<file path="src/rtl/serial_subtractor.sv">
// rtl/serial_subtractor.sv - digit-serial ripple-borrow subtractor, ans = X - Y - bin over WIDTH/DIGIT cycles
// Optional feature macro: SERIAL_SUB_SAT_EN (saturate ans to zero on final borrow).
module serial_subtractor #(
    parameter int WIDTH = 8,
    parameter int DIGIT = 1
) (
    input  logic             clk,
    input  logic             rst_n,
    input  logic             start,
    input  logic [WIDTH-1:0] X,
    input  logic [WIDTH-1:0] Y,
    input  logic             bin,
    output logic             busy,
    output logic             done,
    output logic [WIDTH-1:0] ans,
    output logic             borrow
);
    localparam int N  = WIDTH / DIGIT;
    localparam int CW = (N > 1) ? $clog2(N) : 1;

    generate
        if (WIDTH < 1 || DIGIT < 1 || (WIDTH % DIGIT) != 0) begin : g_bad_param
            $error("serial_subtractor: DIGIT must divide WIDTH and WIDTH must be >= 1");
        end
    endgenerate

    typedef enum logic [1:0] {
        S_IDLE = 2'd0,
        S_RUN  = 2'd1,
        S_DONE = 2'd2
    } state_t;

    state_t            r_state;
    state_t            w_next;
    logic [CW-1:0]     r_cnt;
    logic [WIDTH-1:0]  r_x;
    logic [WIDTH-1:0]  r_y;
    logic              r_brw;
    logic [WIDTH-1:0]  r_ans;
    logic              r_borrow;

    logic [31:0]       w_base;
    logic [DIGIT-1:0]  w_xd;
    logic [DIGIT-1:0]  w_yd;
    logic [DIGIT-1:0]  w_diff;
    logic [DIGIT:0]    w_chain;
    logic              w_start_ok;
    logic              w_last;

    assign w_start_ok = start && (r_state != S_RUN);
    assign w_last     = (r_state == S_RUN) && (r_cnt == CW'(N - 1));

    assign w_base = 32'(r_cnt) * 32'(DIGIT);
    assign w_xd   = r_x[w_base +: DIGIT];
    assign w_yd   = r_y[w_base +: DIGIT];

    // Chain of full-subtractor cells; the borrow register feeds the LSB cell.
    assign w_chain[0] = r_brw;
    genvar gi;
    generate
        for (gi = 0; gi < DIGIT; gi++) begin : g_cell
            assign w_diff[gi]    = w_xd[gi] ^ w_yd[gi] ^ w_chain[gi];
            assign w_chain[gi+1] = (~w_xd[gi] & w_yd[gi]) |
                                   (~(w_xd[gi] ^ w_yd[gi]) & w_chain[gi]);
        end
    endgenerate

    always_comb begin
        w_next = r_state;
        case (r_state)
            S_IDLE:  if (start) w_next = S_RUN;
            S_RUN:   if (w_last) w_next = S_DONE;
            S_DONE:  w_next = start ? S_RUN : S_IDLE;
            default: w_next = S_IDLE;
        endcase
    end

    always_ff @(posedge clk or negedge rst_n) begin
        if (!rst_n) begin
            r_state <= S_IDLE;
        end else begin
            r_state <= w_next;
        end
    end

    always_ff @(posedge clk or negedge rst_n) begin
        if (!rst_n) begin
            r_cnt    <= '0;
            r_x      <= '0;
            r_y      <= '0;
            r_brw    <= 1'b0;
            r_ans    <= '0;
            r_borrow <= 1'b0;
        end else if (w_start_ok) begin
            r_x   <= X;
            r_y   <= Y;
            r_brw <= bin;
            r_cnt <= '0;
        end else if (r_state == S_RUN) begin
            r_ans[w_base +: DIGIT] <= w_diff;
            r_brw                  <= w_chain[DIGIT];
            r_cnt                  <= r_cnt + 1'b1;
            if (w_last) begin
                r_borrow <= w_chain[DIGIT];
`ifdef SERIAL_SUB_SAT_EN
                if (w_chain[DIGIT]) begin
                    r_ans <= '0;
                end
`endif
            end
        end
    end

    assign busy   = (r_state == S_RUN);
    assign done   = (r_state == S_DONE);
    assign ans    = r_ans;
    assign borrow = r_borrow;

endmodule

</file>
<file path="config.mk">
export PLATFORM = sky130hd
export DESIGN_NAME = serial_subtractor
export DESIGN_NICKNAME = d
export VERILOG_FILES = /design/src/rtl/serial_subtractor.sv
export SDC_FILE = /design/constraint.sdc
export NUM_CORES = 1
export LEC_CHECK = 0
export BUFFER_PORTS_ARGS = -buffer_cell sky130_fd_sc_hd__buf_2
export CORE_AREA = 4 4 62 64
export DETAILED_ROUTE_END_ITERATION = 12
export DIE_AREA = 0 0 66 68
export PLACE_DENSITY = 0.78
export SYNTH_ARGS = -nofsm -noshare
export SYNTH_HDL_FRONTEND = slang
export SYNTH_SLANG_ARGS = --single-unit
</file>
<file path="constraint.sdc">
create_clock -name clk -period 2.2 [get_ports clk]
set_input_delay 0.11 -clock clk [delete_from_list [all_inputs] [get_ports clk]]
set_output_delay 0.11 -clock clk [all_outputs]
set_load 0.02 [all_outputs]
</file>
==> impl_metrics.ini <==
[sta]
fmax_mhz = 481
finalSetupViolCount = 0
finClkSkew_ps = 5.41
grt_setup_unrepaired = false
fin_crit_sh = 0.946
relSlewSlack = 0.548
worst_slack_ps = 120
tns_ps = 0
timing.hold.ws_ps = 8.70
post-route-min-period_ps = 2080
hold_viol_final = 0
slew_violations = 0
worst_slew_pin_slew_ps = 678

[power]
p_leak_nw = 0.935
peakVddDrop_v = 0.000687
cellPowerDensity_nw_per_um2 = 1550
p_total_w = 0.00299

[die]
ios = 31
rows = 21
die_x_um = 66
initial_core_util = 0.467
die_area_um2 = 4490
coreArea_um2 = 3280
die_height_um = 68

[setup_path]
worst_setup_path_end_kind = register
path_class = reg -> reg
startpoint_type = register
reg2reg_slack_ps = 120
crit_path_max_incr_delay_ps = 530
critPathSlowestCell = fa_2
worst_ep_arrival_time_ps = 2300
worstPathCellList = mux4_2 -> mux2i_2 -> fa_2 -> mux2_2
worst-path-max-fanout = 8
startpoint = r_cnt[0]
crit_required_ps = 2420
ff2ff_path_depth = 4
r2r-end = ans[6]
reg2reg_from = r_cnt[0]

[finish]
final_nets = 182
final_util = 0.587
antenna_cells = 0
areaGrowthSynthToFinish_pct = 25.7
drive_above_1_share = 0.497
final.fill_count = 269

[min_path]
worstHoldStart = X[4]
min_path_cells = 2
hold-path-endpoint = r_x[4]
hold_path_class = in -> reg

[place]
dp_hpwl_um = 2140
gp_congestion = 0.745
place_ws_ps = -16.1
io_buffers = 30

[grt]
grt_pass1_wl_um = 4750
antenna_found_initial = 0
grt-ovfl-total = 0
grt_pass1_vias = 1009
track_usage = 0.146
grt_max_degree = 32

[synthesis]
ys_types = 28
synth_top_area_cell = dfrtp_1
synthArstFlopShare = 1.00
synthFlopType = dfrtp_1
synth_area_um2 = 1530
synthCells = 107
synth_nets = 132
synth_edf_count = 0
yosys_warnings = 0
synth_seq_area_share = 0.506
synth.top_cells.by_area = dfrtp_1 51%, mux2_2 10%, mux2_4 9.8%
ys_ff_latch = 31
synth_top_area_frac = 0.506
avgSynthCellArea_um2 = 14.3

[drt]
viasPerCell = 5.04
num_vias = 1024
wl_per_cell_um = 14.6
drcViolationCount = 0
finalWirelength_um = 2960
antenna_left = 0
drt_iter0_markers = 45
dr.pass1.iters = 4

[clocking]
cts_tree = done
numClockSinks = 31
cts-root-buf = clkbuf_4
clockBufferDepth = 2
numCtsBuffers = 5
htree_levels = 2
clk_latency_ps = 340
path_clk_slew_ps = 90

[job]
maxCapViolCount = 0

[outcome]
status = finished, final reports clean
## worst max-delay path, delay by kind of cell, from the launching register on
| kind | cells | cell delay, ps |
|---|---|---|
| adders and majority gates | 1 | 530 |
| DFF | 1 | 430 |
| muxes | 3 | 1010 |
## sequential cells by signal, indices dropped and copies added, names as in the netlist
register  count
ans           8
borrow        1
r_brw         1
r_cnt         3
r_state       2
r_x           8
r_y           8
## Yosys cell counts (2+ instances only)
cell type,n
dfrtp_1,31
ha_1,4
inv_1,6
mux2_2,14
mux2_4,10
mux4_2,4
nand2_1,7
nand3_1,3
nand3b_1,4
nand4_1,3
nor2_1,2
o21ai_0,2
o31ai_1,2
## worst max-delay path by stage
stage | to | slack (ps) | cells after the start
global placement | ans[0] | 60 | 4
CTS | ans[6] | 40 | 4
detailed placement | ans[6] | -20 | 4
finish | ans[6] | 120 | 4
global route | ans[6] | 10 | 6
floorplan | ans[5] | 40 | 5
## layer usage
layer / GRT usage / part of all wire
met5: 0 / 0
met4: 0.0533 / 0.015
met3: 0.0542 / 0.057
met2: 0.238 / 0.52
met1: 0.179 / 0.41
## repair_timing
| item | 4_1_cts | 5_1_grt |
|---|---|---|
| setup endpoints to repair | 8 | 8 |
| endpoints found under the hold margin | 40 | 3 |
| gates resized for setup | 1 | 2 |
| pin swaps | 0 | 1 |
| setup buffers | 0 | 2 |
| hold buffers | 10 | 3 |
## kinds of logic (layout without fill, tap and decap cells)
kind of cell,Yosys count,after routing,share of synthesized area
AND/OR/NAND/NOR,24,24,0.109
buffers and inverters,10,60,0.0367
AO/OA/AOI/OAI,8,8,0.0367
flip-flops,31,31,0.506
multiplexers,29,29,0.266
adder cells (fa/ha/maj),5,5,0.0457
## cell type report
class	count	area (um2)	share of cell area
sequential	31	777	0.403
multi-input combinational	66	708	0.367
timing repair buffer	46	303	0.157
tap	46	57.6	0.0299
clock buffer	6	51.3	0.0266
inverter	7	26.3	0.0136
clock inverter	1	5.00	0.00260
## metrics by stage
step	std cells	area, um2
floorplan	107	1530
global placement	181	1720
detailed placement	181	1720
CTS	198	1880
global route	203	1930
finish	203	1930
## power by group
| part | leakage [nW] | switching (W) | internal (W) | total (W) |
|---|---|---|---|---|
| clock | 0.0341 | 0.000191 | 0.000148 | 0.000339 |
| combinational | 0.532 | 0.000750 | 0.000838 | 0.00159 |
| sequential | 0.368 | 0.000203 | 0.000857 | 0.00106 |
## cell usage in the layout, fill, tap and decap left out, types with 2 or more instances in the layout
cell type,instances
o31ai_1,2
mux2_4,10
buf_4,3
mux4_2,4
nand3b_1,4
o21ai_0,2
dlygate4sd3_1,13
nand2_1,7
ha_1,4
inv_1,6
nand4_1,3
clkbuf_4,5
buf_2,30
dfrtp_1,30
nand3_1,3
nor2_1,2
mux2_2,14
Note: power is estimated with default switching activity, not from simulation.
